[config.mk]
export PLATFORM = sky130hd
export DESIGN_NAME = foc_xform_sequencer
export DESIGN_NICKNAME = d
export VERILOG_FILES = /design/src/rtl/foc_xform_sequencer.sv
export SDC_FILE = /design/constraint.sdc
export NUM_CORES = 1
export LEC_CHECK = 0
export CAP_MARGIN = 25
export CORE_MARGIN = 2
export CORE_UTILIZATION = 30
export DETAILED_ROUTE_END_ITERATION = 10
export SYNTH_ARGS = -nofsm -noshare
export SYNTH_HDL_FRONTEND = slang
export SYNTH_SLANG_ARGS = --single-unit
[constraint.sdc]
create_clock -name clk -period 9.8 [get_ports clk]
set_clock_uncertainty 0.15 [all_clocks]
set_input_delay 1.47 -clock clk [delete_from_list [all_inputs] [get_ports clk]]
set_output_delay 1.47 -clock clk [all_outputs]
set_load 0.02 [all_outputs]
[src/rtl/foc_xform_sequencer.sv]
// FOC transform sequencer: snapshots currents/angle per trigger, waits the
// clarke and park pipeline latencies, captures results and strobes o_valid.
module foc_xform_sequencer #(
  parameter int W          = 16,
  parameter int CLARKE_LAT = 2,
  parameter int PARK_LAT   = 6
) (
  input  logic         clk,
  input  logic         rst,
  input  logic         i_en,
  input  logic         i_trig,
  input  logic         i_abort,
  input  logic [W-1:0] i_ia,
  input  logic [W-1:0] i_ib,
  input  logic [W-1:0] i_theta,
  output logic [W-1:0] o_ia,
  output logic [W-1:0] o_ib,
  output logic [W-1:0] o_phi,
  input  logic [W-1:0] i_alpha,
  input  logic [W-1:0] i_beta,
  input  logic [W-1:0] i_id,
  input  logic [W-1:0] i_iq,
  output logic [W-1:0] o_alpha,
  output logic [W-1:0] o_beta,
  output logic [W-1:0] o_id,
  output logic [W-1:0] o_iq,
  output logic         o_valid,
  output logic         o_busy,
  output logic         o_overrun,
  input  logic         i_clr_ovr,
  output logic [7:0]   o_ovr_cnt
);

  typedef enum logic [1:0] {
    IDLE,
    CLK_WAIT,
    PRK_WAIT,
    DONE
  } state_t;

  localparam logic [3:0] CLK_LOAD = 4'(CLARKE_LAT - 1);
  localparam logic [3:0] PRK_LOAD = 4'(PARK_LAT - 1);

  state_t     state_q;
  state_t     state_d;
  logic [3:0] cnt_q;
  logic       busy;
  logic       accept;
  logic       clk_done;
  logic       prk_done;
  logic       ovr_ev;

  assign busy     = (state_q == CLK_WAIT) || (state_q == PRK_WAIT);
  assign accept   = i_trig & i_en & ~i_abort
                  & ((state_q == IDLE) || (state_q == DONE));
  assign clk_done = (state_q == CLK_WAIT) && (cnt_q == 4'd0) && !i_abort;
  assign prk_done = (state_q == PRK_WAIT) && (cnt_q == 4'd0) && !i_abort;
  assign ovr_ev   = i_trig & i_en & busy;

  always_ff @(posedge clk or posedge rst) begin
    if (rst) state_q <= IDLE;
    else     state_q <= state_d;
  end

  always_comb begin
    state_d = state_q;
    if (i_abort) begin
      state_d = IDLE;
    end else begin
      unique case (state_q)
        IDLE:     if (accept) state_d = CLK_WAIT;
        CLK_WAIT: if (cnt_q == 4'd0) state_d = PRK_WAIT;
        PRK_WAIT: if (cnt_q == 4'd0) state_d = DONE;
        DONE:     state_d = accept ? CLK_WAIT : IDLE;
        default:  state_d = IDLE;
      endcase
    end
  end

  always_comb begin
    o_valid = 1'b0;
    o_busy  = 1'b0;
    unique case (state_q)
      CLK_WAIT: o_busy  = 1'b1;
      PRK_WAIT: o_busy  = 1'b1;
      DONE:     o_valid = 1'b1;
      default:  ;
    endcase
  end

  always_ff @(posedge clk or posedge rst) begin
    if (rst) begin
      cnt_q <= 4'd0;
    end else if (i_abort) begin
      cnt_q <= 4'd0;
    end else if (accept) begin
      cnt_q <= CLK_LOAD;
    end else if (clk_done) begin
      cnt_q <= PRK_LOAD;
    end else if (busy && cnt_q != 4'd0) begin
      cnt_q <= cnt_q - 4'd1;
    end
  end

  // Snapshot held at the transform inputs for the whole conversion
  always_ff @(posedge clk or posedge rst) begin
    if (rst) begin
      o_ia  <= '0;
      o_ib  <= '0;
      o_phi <= '0;
    end else if (accept) begin
      o_ia  <= i_ia;
      o_ib  <= i_ib;
      o_phi <= i_theta;
    end
  end

  always_ff @(posedge clk or posedge rst) begin
    if (rst) begin
      o_alpha <= '0;
      o_beta  <= '0;
    end else if (clk_done) begin
      o_alpha <= i_alpha;
      o_beta  <= i_beta;
    end
  end

  always_ff @(posedge clk or posedge rst) begin
    if (rst) begin
      o_id <= '0;
      o_iq <= '0;
    end else if (prk_done) begin
      o_id <= i_id;
      o_iq <= i_iq;
    end
  end

  // Clear beats a coincident overrun; the count saturates at 255
  always_ff @(posedge clk or posedge rst) begin
    if (rst) begin
      o_overrun <= 1'b0;
      o_ovr_cnt <= 8'd0;
    end else if (i_clr_ovr) begin
      o_overrun <= 1'b0;
      o_ovr_cnt <= 8'd0;
    end else if (ovr_ev) begin
      o_overrun <= 1'b1;
      if (o_ovr_cnt != 8'hFF) o_ovr_cnt <= o_ovr_cnt + 8'd1;
    end
  end

endmodule

==> flow_metrics.tcl, run 1 <==
set metrics [dict create \
    ctsHoldBuffers 0 \
    worstHoldPathCells 2 \
    powerDensity_nw_per_um2 318 \
    syn-num-nets 460 \
    cts_tree "yes" \
    drive_gt1_share_pct 26.4 \
    grt_pass1_vias 3877 \
    yosys.area_share.adder_pct 1.63 \
    grt-ovfl-total 0 \
    final_cells 820 \
    drv_cap 0 \
    grt_pass1_wl_mm 20.3 \
    post_drt_via_cell_ratio 4.55 \
    grt_use_total_pct 14.0 \
    critPathLaunchType "flip-flop" \
    fin_crit_ns 3.64 \
    worstSetupStartpoint "state_q[1]" \
    vias 3728 \
    root_buffer "clkbuf_16" \
    cp-end-kind "output pin" \
    slew_headroom_pct 52.3 \
    numClockSinks 127 \
    synth_top_family_by_area "multiplexers" \
    rsz0062_at_grt "false" \
    core-area_sq_um 17400 \
    synthesis.area_sq_um 5360 \
    die_w_microns 138 \
    synth_xor_xnor_area_share_pct 0.327 \
    reg2reg_setup_slack_ns 7.13 \
    synth_cell_types 39 \
    synth.avg_cell_area_sq_um 16.0 \
    clk_latency_ns 0.40 \
    finalMaxSlewViolations 0 \
    antennaDiodeCount 0 \
    worst_pin_slew_ns 0.716 \
    drt-total-wl_mm 13.3 \
    cts_setup_buffers 0 \
    clkTransAtPathRegs_ns 0.05 \
    seq_area_frac_synth_pct 59.3 \
    r2r-end "state_q[0]" \
    ant_nets 0 \
    synth_warnings 0 \
    post_synth_mux_area_share_pct 28.8 \
    period_share_pct 37.2 \
    final_common_cell "clkdlybuf4s50_1" \
    gp_congestion 0.790 \
    dp_hpwl_mm 9.31 \
    grt_max_degree 76 \
    drc 0 \
    cts_buffer_depth 2 \
    drt_pass1_iterations 4 \
    critical_path_class "flip-flop to output pin" \
    postCtsResizedCells 0 \
    antenna_found_initial 0 \
    min-delay-start "o_overrun" \
    ys_ff_latch 127 \
    cts-htree-levels 4 \
    peakVddDrop_uv 148 \
    setup_tns_ns 0 \
    outcome "completed" \
    numCtsBuffers 17 \
    hold_class "flip-flop to flip-flop" \
    finalHoldViolations 0 \
    synth-simple-area-share_pct 4.41 \
    port_buffers 240 \
    dp_cells 787 \
    wl_per_cell_microns 16.2 \
    ff2ff_path_depth 7 \
    nets 707 \
    synth_cells 335 \
    die_h_microns 138 \
    synth-compound-area-share_pct 2.87 \
    ioPinCount 241 \
    row_count 48 \
    worstHoldEndpoint "o_overrun" \
    required_ns 8.18 \
    initial_utilization_pct 30.9 \
    max_freq_mhz 275 \
    p_leak_nw 3.84 \
    path_max_fanout 10 \
    final_cell_mix "clkdlybuf4s50_1 (240), dfrtp_1 (127), mux2_4 (60), mux2_2 (56), clkbuf_16 (17)" \
    r2r-start "state_q[1]" \
    drtIter0Drc 79 \
    setup_violations 0 \
    total_power_mw 2.74 \
    critical_path_arrival_ns 2.02 \
    die_area_sq_um 18900 \
    syn_to_final_growth_pct 60.4 \
]
## power by group
| part | internal, mW | switching [mW] | total [mW] |
|---|---|---|---|
| combinational | 0.678 | 0.530 | 1.21 |
| sequential | 0.744 | 0.122 | 0.866 |
| clock | 0.437 | 0.225 | 0.662 |
| total | 1.86 | 0.877 | 2.74 |
## sequential cells by signal, indices dropped and copies added, names as in the netlist, 8 cells and up
| signal | cells |
|---|---|
| o_alpha | 16 |
| o_beta | 16 |
| o_ia | 16 |
| o_ib | 16 |
| o_id | 16 |
| o_iq | 16 |
| o_ovr_cnt | 8 |
| o_phi | 16 |
## cell families after synthesis
logic type / Yosys count
AOI/OAI and AO/OA: 22
buffers and inverters: 22
muxes: 117
xor gates and xnor gates: 2
DFF: 127
adders and majority gates: 7
and+or+nand+nor: 38
## metal layers
metal  wire (microns)  part of all wire, %  vias to the layer above  global-route usage (%)
met3             1360                   10                       17                    5.96
met1             5390                   41                     1841                    16.4
li1                 -                    -                     1693                       -
met4              160                  1.2                        0                    4.41
met2             6380                   48                      177                    23.2
met5                0                    0                        -                       0
## area by class of cell
type / instances / area (sq um)
inverter: 7 / 28.8
multi-input combinational: 186 / 2040
sequential: 127 / 3180
clock buffer: 21 / 460
tap: 225 / 282
clock inverter: 11 / 163
fill: 1486 / 8760
timing repair buffer: 243 / 2440
## per-stage QoR
step	worst slack, ns	hold slack [ns]	area [sq um]	util (%)
after floorplan	4.80	0.338	5360	-
after global placement	5.97	0.338	7940	45.8
after detailed placement	5.93	0.342	7940	45.8
after CTS	6.12	0.356	8570	49.4
after global routing	6.04	0.365	8590	49.5
final	6.16	0.351	8590	49.5
## cell usage after synthesis (all sizes together)
cell type / count / area, sq um
a211oi: 1 / 7.51
a21oi: 4 / 20.0
a221oi: 2 / 17.5
a22oi: 1 / 7.51
a311oi: 2 / 17.5
a31o: 1 / 8.76
a31oi: 1 / 6.26
and2b: 1 / 8.76
and3: 2 / 12.5
and4b: 1 / 10.0
and4bb: 1 / 12.5
buf: 13 / 108
clkbuf: 2 / 8.75
dfrtp: 127 / 3180
ha: 7 / 87.6
inv: 7 / 26.3
mux2: 116 / 1530
mux2i: 1 / 10.0
nand2: 5 / 33.8
nand2b: 1 / 6.26
nand3: 1 / 5.00
nand4: 2 / 12.5
nor2: 11 / 41.3
nor2b: 6 / 37.5
nor3: 4 / 20.0
nor3b: 1 / 18.8
o211ai: 2 / 15.0
o21a: 1 / 7.51
o21ai: 4 / 20.0
o22a: 1 / 8.76
o41ai: 2 / 17.5
or4: 1 / 7.51
or4b: 1 / 10.0
xor2: 2 / 17.5
## critical path: stages (launching register included)
cell,delay [ns]
dfrtp_1,0.41
inv_1,0.10
ha_1,0.44
clkdlybuf4s50_1,0.67
## worst max-delay path by stage
| stage | to | slack, ns |
|---|---|---|
| floorplan | cnt_q[0] | 4.80 |
| global placement | state_q[0] | 5.97 |
| detailed placement | state_q[0] | 5.93 |
| CTS | o_busy | 6.12 |
| global route | o_busy | 6.04 |
| finish | o_busy | 6.16 |
Note: power is estimated with default switching activity, not from simulation.
==> run 2, diff against run 1 <==
clock period = 3.2 ns   (was 9.8 ns; I/O delays follow)
==> run 2 against run 1 <==
Critical path type unchanged. Flip-flop and latch count stayed put. Power grew to 3.0 times the previous value. Worst setup slack lost 5.6 ns. Largest power group unchanged.
==> flow_metrics.tcl, run 2 (same netlist as run 1, synthesis figures left out) <==
set metrics [dict create \
    outcome "completed" \
    rsz0062_at_grt "false" \
    worst_pin_slew_ns 0.690 \
    initial_utilization_pct 30.9 \
    fin_crit_ns 2.67 \
    finalWorstSetupSlack_ns 0.528 \
    antenna_found_initial 0 \
    final_common_cell "clkdlybuf4s50_1" \
    grt_pass1_vias 3787 \
    cts_tree "yes" \
    numCtsBuffers 17 \
    drt_pass1_iterations 4 \
    final_cells 819 \
    slew_headroom_pct 54.0 \
    drtIter0Drc 94 \
    numClockSinks 127 \
    gp_congestion 0.772 \
    period_share_pct 83.5 \
    required_ns 2.57 \
    path_max_fanout 10 \
    drt-total-wl_mm 12.9 \
    final_cell_mix "clkdlybuf4s50_1 (240), dfrtp_1 (127), mux2_4 (60), mux2_2 (56), clkbuf_16 (17)" \
    die_h_microns 138 \
    critPathLaunchType "flip-flop" \
    grt-ovfl-total 0 \
    dp_cells 787 \
    finalHoldViolations 0 \
    syn_to_final_growth_pct 59.8 \
    postCtsResizedCells 0 \
    clk_latency_ns 0.41 \
    crit_path_end "o_busy" \
    cp-end-kind "output pin" \
    p_leak_nw 3.81 \
    nets 706 \
    critical_path_arrival_ns 2.04 \
    vias 3647 \
    grt_pass1_wl_mm 19.7 \
    dp_hpwl_mm 9.03 \
    dpl-instance-area_sq_um 7970 \
    antennaDiodeCount 0 \
    hold_slack_ns 0.351 \
    core-area_sq_um 17400 \
    cts_setup_buffers 0 \
    cts-htree-levels 4 \
    total_power_mw 8.27 \
    hold_class "flip-flop to flip-flop" \
    wl_per_cell_microns 15.7 \
    r2r-start "state_q[0]" \
    grt_use_total_pct 13.5 \
    drive_gt1_share_pct 26.3 \
    ant_nets 0 \
    place_ws_ns 0.583 \
    drv_cap 0 \
    reg2reg_setup_slack_ns 0.85 \
    ioPinCount 241 \
    num-fill-cells 1507 \
    stdcell_area_sq_um 8560 \
    finish.utilization_pct 49.3 \
    r2r-end "o_ib[4]" \
    clkTransAtPathRegs_ns 0.06 \
    die_area_sq_um 18900 \
    peakVddDrop_uv 480 \
    cts_buffer_depth 2 \
    setup_tns_ns 0 \
    worstSetupStartpoint "state_q[1]" \
    grt_max_degree 128 \
    ctsHoldBuffers 0 \
    finalMaxSlewViolations 0 \
    post_drt_via_cell_ratio 4.45 \
    max_freq_mhz 374 \
    root_buffer "clkbuf_16" \
    die_w_microns 138 \
    critical_path_class "flip-flop to output pin" \
    row_count 48 \
    powerDensity_nw_per_um2 966 \
    setup_violations 0 \
    drc 0 \
    port_buffers 240 \
    ff2ff_path_depth 5 \
]
run 2: cell count changes in the layout (fill, tap and decap cells not counted):
cell	change
inv_4	-1
clkinv_2	-3
clkinv_4	+2
buf_4	-2
inv_6	+3
bufinv_16	-2
buf_16	-1
buf_12	+2
clkinvlp_4	+1
run 2: power by group:
part / internal (mW) / leakage [nW] / switching (mW)
clock: 1.20 / 0.281 / 0.725
sequential: 2.28 / 1.58 / 0.377
combinational: 2.08 / 1.95 / 1.62
total: 5.55 / 3.81 / 2.72
run 2: routing by layer:
layer / part of all wire (%) / global-route usage, % / up-vias
li1: - / - / 1692
met1: 41 / 16.5 / 1789
met2: 48 / 21.0 / 155
met3: 10 / 5.96 / 11
met4: 1.3 / 4.98 / 0
met5: 0 / 0 / -
run 2: worst min path at each step:
stage | start | end | depth (start not counted)
global placement | o_overrun | o_overrun | 2
global route | o_ib[8] | o_ib[8] | 1
finish | o_ia[10] | o_ia[10] | 1
floorplan | cnt_q[0] | cnt_q[0] | 1
CTS | o_id[15] | o_id[15] | 1
detailed placement | o_id[13] | o_id[13] | 1
run 2: cell type report:
| type | count | area (sq um) | share of cell area [%] |
|---|---|---|---|
| multi-input combinational | 186 | 2040 | 23.8 |
| clock buffer | 21 | 460 | 5.38 |
| timing repair buffer | 242 | 2440 | 28.5 |
| inverter | 7 | 30.0 | 0.351 |
| clock inverter | 11 | 131 | 1.53 |
| tap | 225 | 282 | 3.29 |
| sequential | 127 | 3180 | 37.1 |
run 2: worst max-delay path, cell delays in order, from the launching register on:
cell and delay (ns):
dfrtp_1 0.41, inv_1 0.10, ha_1 0.46, clkdlybuf4s50_1 0.66
==> run 3, diff against run 2 <==
clock period = 2.5 ns   (was 3.2 ns; I/O delays follow)
==> run 3 against run 2 <==
Largest power group unchanged. Core utilization up 0.30 points. Critical path type is now flip-flop to flip-flop. First-iteration DRC count up 45%. Die area unchanged.
==> flow_metrics.tcl, run 3 (same netlist as run 1, synthesis figures left out) <==
set metrics [dict create \
    cpPeakStageDelay_ns 0.46 \
    grt-busiest-layer "met2" \
    period_share_pct 91.8 \
    clk_latency_ns 0.41 \
    die_area_sq_um 18900 \
    use_met1_pct 16.5 \
    setup_violations 0 \
    row_count 48 \
    peakVddDrop_uv 849 \
    syn_to_final_growth_pct 60.7 \
    required_ns 2.64 \
    ant_nets 0 \
    critical_path_class "flip-flop to flip-flop" \
    final_common_cell "clkdlybuf4s50_1" \
    grt_pass1_wl_mm 20.5 \
    path_max_fanout 10 \
    critical_path_arrival_ns 2.43 \
    antenna_found_initial 0 \
    numClockSinks 127 \
    drtIter0Drc 136 \
    seq_area_sq_um 3180 \
    port_buffers 240 \
    cts_setup_buffers 0 \
    root_buffer "clkbuf_16" \
    die_h_microns 138 \
    outcome "completed" \
    powerDensity_nw_per_um2 1220 \
    rsz0062_at_grt "false" \
    grt_max_degree 128 \
    grt_pass1_vias 3952 \
    drv_cap 0 \
    antennaDiodeCount 0 \
    cts_tree "yes" \
    worst_pin_slew_ns 0.768 \
    vias 3676 \
    finalHoldViolations 0 \
    grt_use_total_pct 14.1 \
    grt-ovfl-total 0 \
    die_w_microns 138 \
    use_met3_pct 6.62 \
    cp-end-kind "flip-flop" \
    stdcell_area_sq_um 8610 \
    multi_input_area_sq_um 2040 \
    ioPinCount 241 \
    cts-htree-levels 4 \
    initial_utilization_pct 30.9 \
    drt_pass1_iterations 4 \
    p_leak_nw 3.85 \
    setup_tns_ns 0 \
    critPathSlowestCell "ha_1" \
    total_power_mw 10.5 \
    drt-total-wl_mm 13.1 \
    drc 0 \
    final_cell_mix "clkdlybuf4s50_1 (239), dfrtp_1 (127), mux2_4 (60), mux2_2 (56), clkbuf_16 (17)" \
    slew_headroom_pct 48.8 \
    post_drt_via_cell_ratio 4.45 \
    wl_per_cell_microns 15.9 \
    drive_gt1_share_pct 27.0 \
    dpl-instance-area_sq_um 8050 \
    hold_class "input port to asynchronous set/reset pin" \
    clkTransAtPathRegs_ns 0.06 \
    critPathLaunchType "flip-flop" \
    cts_buffer_depth 2 \
    hold_slack_ns 0.299 \
    max_freq_mhz 436 \
    num-fill-cells 1466 \
    nets 713 \
    crit_chain "inv_1 > ha_1 > a31o_2 > nand4_1 > a211oi_1 > mux2_2" \
    dp_hpwl_mm 9.23 \
    grtUsageMet2_pct 22.6 \
    numCtsBuffers 17 \
    gp_congestion 0.762 \
    finalMaxSlewViolations 0 \
    core-area_sq_um 17400 \
    fin_crit_ns 2.29 \
]
==> run 3: cell count changes in the layout (fill, tap and decap cells not counted) <==
cell	change
buf_4	+5
buf_12	+2
dlygate4sd2_1	+1
inv_6	-3
clkinv_4	-1
clkinv_2	+4
clkbuf_1	+1
clkdlybuf4s50_1	-1
clkbuf_8	-1
==> run 3: final cells by class <==
type,count,share of cell area [%]
clock inverters,11,1.35
inverters,7,0.349
well taps,225,3.27
multi-input cells,186,23.7
repair buffers,249,29.2
flip-flops and latches,127,36.9
clock buffers,21,5.23
==> run 3: path summary, 6_finish.rpt <==
check	slack (ns)	cells after the start	start	to
max in group asynchronous	1.26	3	rst	o_iq[13]
max	0.21	6	state_q[1]	o_ovr_cnt[5]
min reg2reg	0.35	2	o_overrun	o_overrun
min in group clk	0.35	2	o_overrun	o_overrun
min	0.30	3	rst	o_alpha[3]
max reg2reg	0.21	6	state_q[1]	o_ovr_cnt[5]
==> run 3: power by group <==
group          internal [mW]  switching, mW
Clock                   1.48          0.891
Combinational           2.67           2.08
Sequential              2.92          0.486
Total                   7.07           3.46
==> run 3: critical path, delay by kind of cell, from the launching register on <==
kind / cells / cell delay [ns]
mux: 1 / 0.37
compound gates: 2 / 0.51
flops: 1 / 0.40
simple gates: 1 / 0.18
fa+ha+maj: 1 / 0.46
buf+inv: 1 / 0.10
==> run 3: through the flow <==
| step | utilization (%) | setup slack [ns] | cells |
|---|---|---|---|
| 2_1_floorplan | - | 0.269 | 335 |
| 5_1_grt | 49.6 | 0.0543 | 826 |
| 4_1_cts | 49.6 | 0.182 | 826 |
| 6_report | 49.6 | 0.206 | 826 |
| 3_3_place_gp | 46.4 | 0.281 | 794 |
| 3_5_place_dp | 46.4 | 0.231 | 794 |
==> run 3: layer usage <==
layer	up-vias	part of all wire [%]
li1	1695	-
met1	1803	40
met2	162	48
met3	16	10
met4	0	1.5
met5	-	0
==> run 3: what timing repair did <==
action	4_1_cts	5_1_grt
resized for setup	1	0
endpoints found under the setup margin	1	0
hold buffers	0	0
